## config.mk

```make
export PLATFORM = sky130hd
export DESIGN_NAME = inputbuf_sp_fifo_ctrl
export DESIGN_NICKNAME = d
export VERILOG_FILES = /design/src/rtl/inputbuf_sp_fifo_ctrl.sv
export SDC_FILE = /design/constraint.sdc
export NUM_CORES = 1
export LEC_CHECK = 0
export ABC_AREA = 1
export BUFFER_PORTS_ARGS = -buffer_cell sky130_fd_sc_hd__buf_2
export CORE_MARGIN = 5
export CORE_UTILIZATION = 44
export DETAILED_ROUTE_END_ITERATION = 8
export GPL_TIMING_DRIVEN = 0
export PLACE_DENSITY = 0.66
export SLEW_MARGIN = 20
export SYNTH_ARGS = -nofsm -noshare
export SYNTH_HDL_FRONTEND = slang
export SYNTH_SLANG_ARGS = --single-unit
```

## constraint.sdc

```tcl
create_clock -name clk -period 3.7 [get_ports clk]
set_clock_uncertainty 0.1 [all_clocks]
set_input_delay 0.185 -clock clk [delete_from_list [all_inputs] [get_ports clk]]
set_output_delay 0.185 -clock clk [all_outputs]
set_load 0.01 [all_outputs]
```

## src/rtl/inputbuf_sp_fifo_ctrl.sv

```systemverilog
// inputbuf_sp_fifo_ctrl: AXI-Stream FIFO built on one single-port RAM with a 2-cycle read path.
// Ports:
//   clk, rst                  clock, asynchronous active-high reset
//   in_tdata/tvalid/tready    input stream; tready marks a granted RAM write
//   out_tdata/tvalid/tready   output stream from a 3-entry register buffer
//   ram_en/enq/we/addr/wdata  RAM port drive, ram_rdq RAM read data
//   count                     words held: RAM + reads in flight + output buffer
module inputbuf_sp_fifo_ctrl #(
    parameter int DWIDTH = 18,
    parameter int AWIDTH = 10,
    parameter int DEPTH  = 2**AWIDTH
) (
    input  logic              clk,
    input  logic              rst,
    input  logic [DWIDTH-1:0] in_tdata,
    input  logic              in_tvalid,
    output logic              in_tready,
    output logic [DWIDTH-1:0] out_tdata,
    output logic              out_tvalid,
    input  logic              out_tready,
    output logic              ram_en,
    output logic              ram_enq,
    output logic              ram_we,
    output logic [AWIDTH-1:0] ram_addr,
    output logic [DWIDTH-1:0] ram_wdata,
    input  logic [DWIDTH-1:0] ram_rdq,
    output logic [AWIDTH+1:0] count
);
    localparam logic [AWIDTH-1:0] LAST = AWIDTH'(DEPTH - 1);
    localparam logic [AWIDTH:0]   FULL = (AWIDTH + 1)'(DEPTH);
    logic [AWIDTH-1:0] wr_ptr, rd_ptr;
    logic [AWIDTH:0]   ram_cnt;
    logic              v1, v2, last_wr;
    logic [1:0]        obuf_cnt, widx;
    logic [DWIDTH-1:0] obuf [3];
    logic              wr_req, rd_req, wr_gnt, rd_gnt, pop;
    assign wr_req = !rst && in_tvalid && ram_cnt < FULL;
    // A read is only issued when a buffer slot is already reserved for it,
    // so the output buffer can never overflow under backpressure.
    assign rd_req = !rst && ram_cnt != '0 && ({1'b0, obuf_cnt} + {2'b0, v1} + {2'b0, v2}) < 3'd3;
    // Round-robin on contention: the write wins unless the last grant was a write.
    assign wr_gnt = wr_req && (!rd_req || !last_wr);
    assign rd_gnt = rd_req && !wr_gnt;
    assign pop = out_tvalid && out_tready;
    assign widx = obuf_cnt - {1'b0, pop};
    assign in_tready = wr_gnt;
    assign ram_en = wr_gnt || rd_gnt;
    assign ram_we = wr_gnt;
    assign ram_addr = rd_gnt ? rd_ptr : wr_ptr;
    assign ram_wdata = in_tdata;
    assign ram_enq = !rst;
    assign out_tvalid = obuf_cnt != 2'd0;
    assign out_tdata = obuf[0];
    assign count = (AWIDTH + 2)'(ram_cnt) + (AWIDTH + 2)'(obuf_cnt) + (AWIDTH + 2)'(v1) + (AWIDTH + 2)'(v2);
    always_ff @(posedge clk or posedge rst) begin
        if (rst) begin
            wr_ptr   <= '0;
            rd_ptr   <= '0;
            ram_cnt  <= '0;
            v1       <= 1'b0;
            v2       <= 1'b0;
            obuf_cnt <= 2'd0;
            last_wr  <= 1'b0;
        end else begin
            if (wr_gnt) wr_ptr <= wr_ptr == LAST ? '0 : wr_ptr + 1'b1;
            if (rd_gnt) rd_ptr <= rd_ptr == LAST ? '0 : rd_ptr + 1'b1;
            ram_cnt <= wr_gnt ? ram_cnt + 1'b1 : rd_gnt ? ram_cnt - 1'b1 : ram_cnt;
            if (wr_gnt || rd_gnt) last_wr <= wr_gnt;
            v1 <= rd_gnt;
            v2 <= v1;
            obuf_cnt <= obuf_cnt + {1'b0, v2} - {1'b0, pop};
        end
    end
    // Head-at-0 shift buffer: a pop shifts down, a push lands just past the surviving entries.
    always_ff @(posedge clk) begin
        obuf[0] <= (v2 && widx == 2'd0) ? ram_rdq : pop ? obuf[1] : obuf[0];
        obuf[1] <= (v2 && widx == 2'd1) ? ram_rdq : pop ? obuf[2] : obuf[1];
        obuf[2] <= (v2 && widx == 2'd2) ? ram_rdq : obuf[2];
    end
endmodule

```

==> summary.txt <==
Status
  • Status: completed

Floorplan
  • Core ar.: 11500 um2
  • Die H: 119 um
  • Die ar.: 14100 um2
  • Initial core utilization: 0.452
  • Rows: 39
  • Die width: 119 um
  • # IOs: 103

Worst setup path
  • Crit path max fanout: 6
  • Worst R2R Start: v2$_DFF_PP0_
  • Reg2Reg Setup Slack: 640 ps
  • CP startpoint: ram_cnt[0]$_DFFE_PP0P_
  • Reg2reg end: ram_cnt[6]$_DFFE_PP0P_
  • Critical Path Sink: count[10]
  • Worst Reg-to-Reg Cells: 14
  • Arrival time worst endpoint: 2960 ps
  • Req. time, crit path: 3410 ps
  • Worst setup EP type: primary output
  • Critical Path Source Type: register
  • WS Path Type: reg2out

Final layout
  • Antenna cells: 0
  • Post-route cell area: 6310 um2
  • Layout fillers: 1021
  • Finished Layout Cells: 825
  • P&R area growth vs syn: 21.6%
  • Nets: 740
  • Layout cells sized above 1: 0.265
  • Final core utilization: 0.550

Synthesis
  • Syn_nets: 625
  • Syn. warnings: 0
  • Post-synth top cells: nand2_1 (144), inv_1 (64), o21ai_0 (55)
  • Post-synth EDFFs: 54
  • Top-area cell type share of the netlist area: 0.313
  • Yosys cell types: 40
  • Post-Synthesis Cell Area: 5190 um2
  • Flops & latches, synth: 90
  • Most frequent cell after synthesis: nand2_1
  • Register area share after synthesis: 0.486
  • Predominant post-synthesis flop cell: edfxtp_1
  • Synth Instances: 563
  • Leading area contributor after synthesis: edfxtp_1
  • Ys async rst share: 0.400
  • Mean Syn Cell Area: 9.22 um2
  • Cells taking the most area after synthesis: edfxtp_1 (31%), dfrtp_1 (17%), nand2_1 (10%)

Clocking
  • H-tree depth: 3
  • Worst-Skew Late Latency: 340 ps
  • CTS tree: done
  • Clock root cell: clkbuf_16
  • Clock Sinks: 90
  • CTS clk-pin slew, worst paths: 70 ps
  • Bufs on Longest Clock Path: 2
  • TritonCTS buffer count: 9

Power
  • Sw frac: 0.408
  • Combinational power share: 0.495
  • Pwr/cell area: 888 nW/um2
  • Clock power frac: 0.173
  • Net Switching: 0.00229 W
  • Leak Pwr: 3.03 nW
  • Worst IR Drop VDD: 0.488 mV
  • Int Pwr: 0.00332 W
  • Sequential share of power: 0.333

Drt
  • Pre-antenna DRT Iters: 6
  • Number of DRC markers in iteration 0: 201
  • Drt drc: 0
  • WL/cell: 13.1 um
  • Drt total wl: 10800 um
  • Via-to-Cell Ratio: 4.83
  • Via count: 3981
  • Routed Antenna Nets: 0

Global routing
  • Overall Global Routing Usage: 0.157
  • Vias in the first global route: 3933
  • Largest net degree at the start of global routing: 30
  • Congestion Overflow GR: 0
  • First-pass GRT wire length: 18500 um
  • Initial antenna violation count: 0

Timing
  • Min Tclk post-route: 3240 ps
  • Final slew viol count: 0
  • Slew @ Worst Pin: 845 ps
  • Fmax: 308 MHz
  • RSZ-0062 raised after global routing: no
  • Final worst-path cycle share: 0.876
  • Hold Vio Cnt, Final: 0
  • TNS Setup: 0 ps
  • Endpoints failing setup: 0
  • Slew HR: 0.436

Placement
  • GP Congestion: 0.907
  • Final HPWL DP: 8000 um
  • Placed Cells: 791
  • Area after DPL: 5810 um2
  • Input/output buffers: 84

Worst hold path
  • Hold Crit Class: in2async

Flow run
  • Max-cap violations: 0
-- placed cells by master (no fill, tap or decap), types with 6 or more instances in the layout --
| cell | n |
|---|---|
| nand2_1 | 144 |
| buf_2 | 85 |
| inv_1 | 63 |
| o21ai_0 | 55 |
| edfxtp_1 | 54 |
| buf_4 | 38 |
| dfrtp_1 | 36 |
| nor2_1 | 28 |
| nand3_1 | 26 |
| dlygate4sd3_1 | 19 |
| xor2_1 | 18 |
| ha_1 | 18 |
| o21ai_2 | 15 |
| clkbuf_16 | 9 |
| xnor2_1 | 7 |
| clkbuf_1 | 7 |
| a21oi_1 | 6 |
-- flip-flops by register name (all words and copies together), names as in the netlist --
signal	flops
last_wr	1
obuf	54
obuf_cnt	2
ram_cnt	11
rd_ptr	10
v1	1
v2	1
wr_ptr	10
-- cells by family after synthesis --
kind of cell             count (synthesis)  share of synthesized area
AND/OR/NAND/NOR                        226                      0.195
buffers and inverters                  116                      0.120
flip-flops                              90                      0.486
AO/OA/AOI/OAI                           84                     0.0979
XOR/XNOR                                25                     0.0422
adder cells (fa/ha/maj)                 22                     0.0588
-- power groups by stage --
stage	registers, W	logic [W]	clock network, W
floorplan	0.00181	0.00206	0
global placement	0.00186	0.00270	0
detailed placement	0.00188	0.00278	0
CTS	0.00187	0.00281	0.000988
global route	0.00191	0.00316	0.00103
finish	0.00187	0.00277	0.000967
-- critical path: stages, from the launching register on --
cell and delay (ps):
dfrtp_1 470, fa_1 560, ha_1 170, inv_1 60
fa_1 410, o21ai_2 190, nand2_1 150, nor3_2 210
nand3_1 110, xor2_1 150, buf_2 150
-- metrics by stage --
step / worst slack (ps) / hold slack (ps) / total power [W]
after floorplan: 613 / 184 / 0.00387
after detailed placement: 645 / 63.6 / 0.00466
after global routing: 185 / 284 / 0.00610
after global placement: -145 / 283 / 0.00457
final: 458 / 251 / 0.00560
after CTS: 422 / 249 / 0.00566
-- how the worst min path moves through the flow --
stage / startpoint / endpoint / slack [ps] / cells past startpoint
6_report: rst / ram_cnt[5]$_DFFE_PP0P_ / 250 / 3
5_1_grt: rst / ram_cnt[0]$_DFFE_PP0P_ / 280 / 3
4_1_cts: rst / ram_cnt[0]$_DFFE_PP0P_ / 250 / 3
3_5_place_dp: rst / ram_cnt[5]$_DFFE_PP0P_ / 60 / 2
3_3_place_gp: ram_rdq[0] / obuf[0][36]$_DFFE_PP_ / 280 / 1
2_1_floorplan: ram_rdq[0] / obuf[0][36]$_DFFE_PP_ / 180 / 0
-- metal layers --
| layer | GRT usage | up-vias | part of all wire |
|---|---|---|---|
| li1 | - | 2037 | - |
| met1 | 0.202 | 1806 | 0.44 |
| met2 | 0.260 | 114 | 0.48 |
| met3 | 0.0296 | 24 | 0.055 |
| met4 | 0.0645 | 0 | 0.025 |
| met5 | 0 | - | 0 |
-- final cells by class --
| type | count | area (um2) | share of cell area |
|---|---|---|---|
| Inverter | 68 | 265 | 0.0420 |
| Tap cell | 143 | 179 | 0.0284 |
| Clock inverter | 5 | 80.1 | 0.0127 |
| Timing Repair Buffer | 104 | 631 | 0.0999 |
| Clock buffer | 10 | 229 | 0.0363 |
| Buffer | 48 | 355 | 0.0563 |
| Sequential cell | 90 | 2520 | 0.400 |
| Multi-Input combinational cell | 357 | 2050 | 0.325 |
-- repair_timing --
action	4_1_cts	5_1_grt
endpoints found under the hold margin	54	0
gates resized for setup	0	0
hold buffers	19	0
setup buffers	0	0
Note: power is estimated with default switching activity, not from simulation.
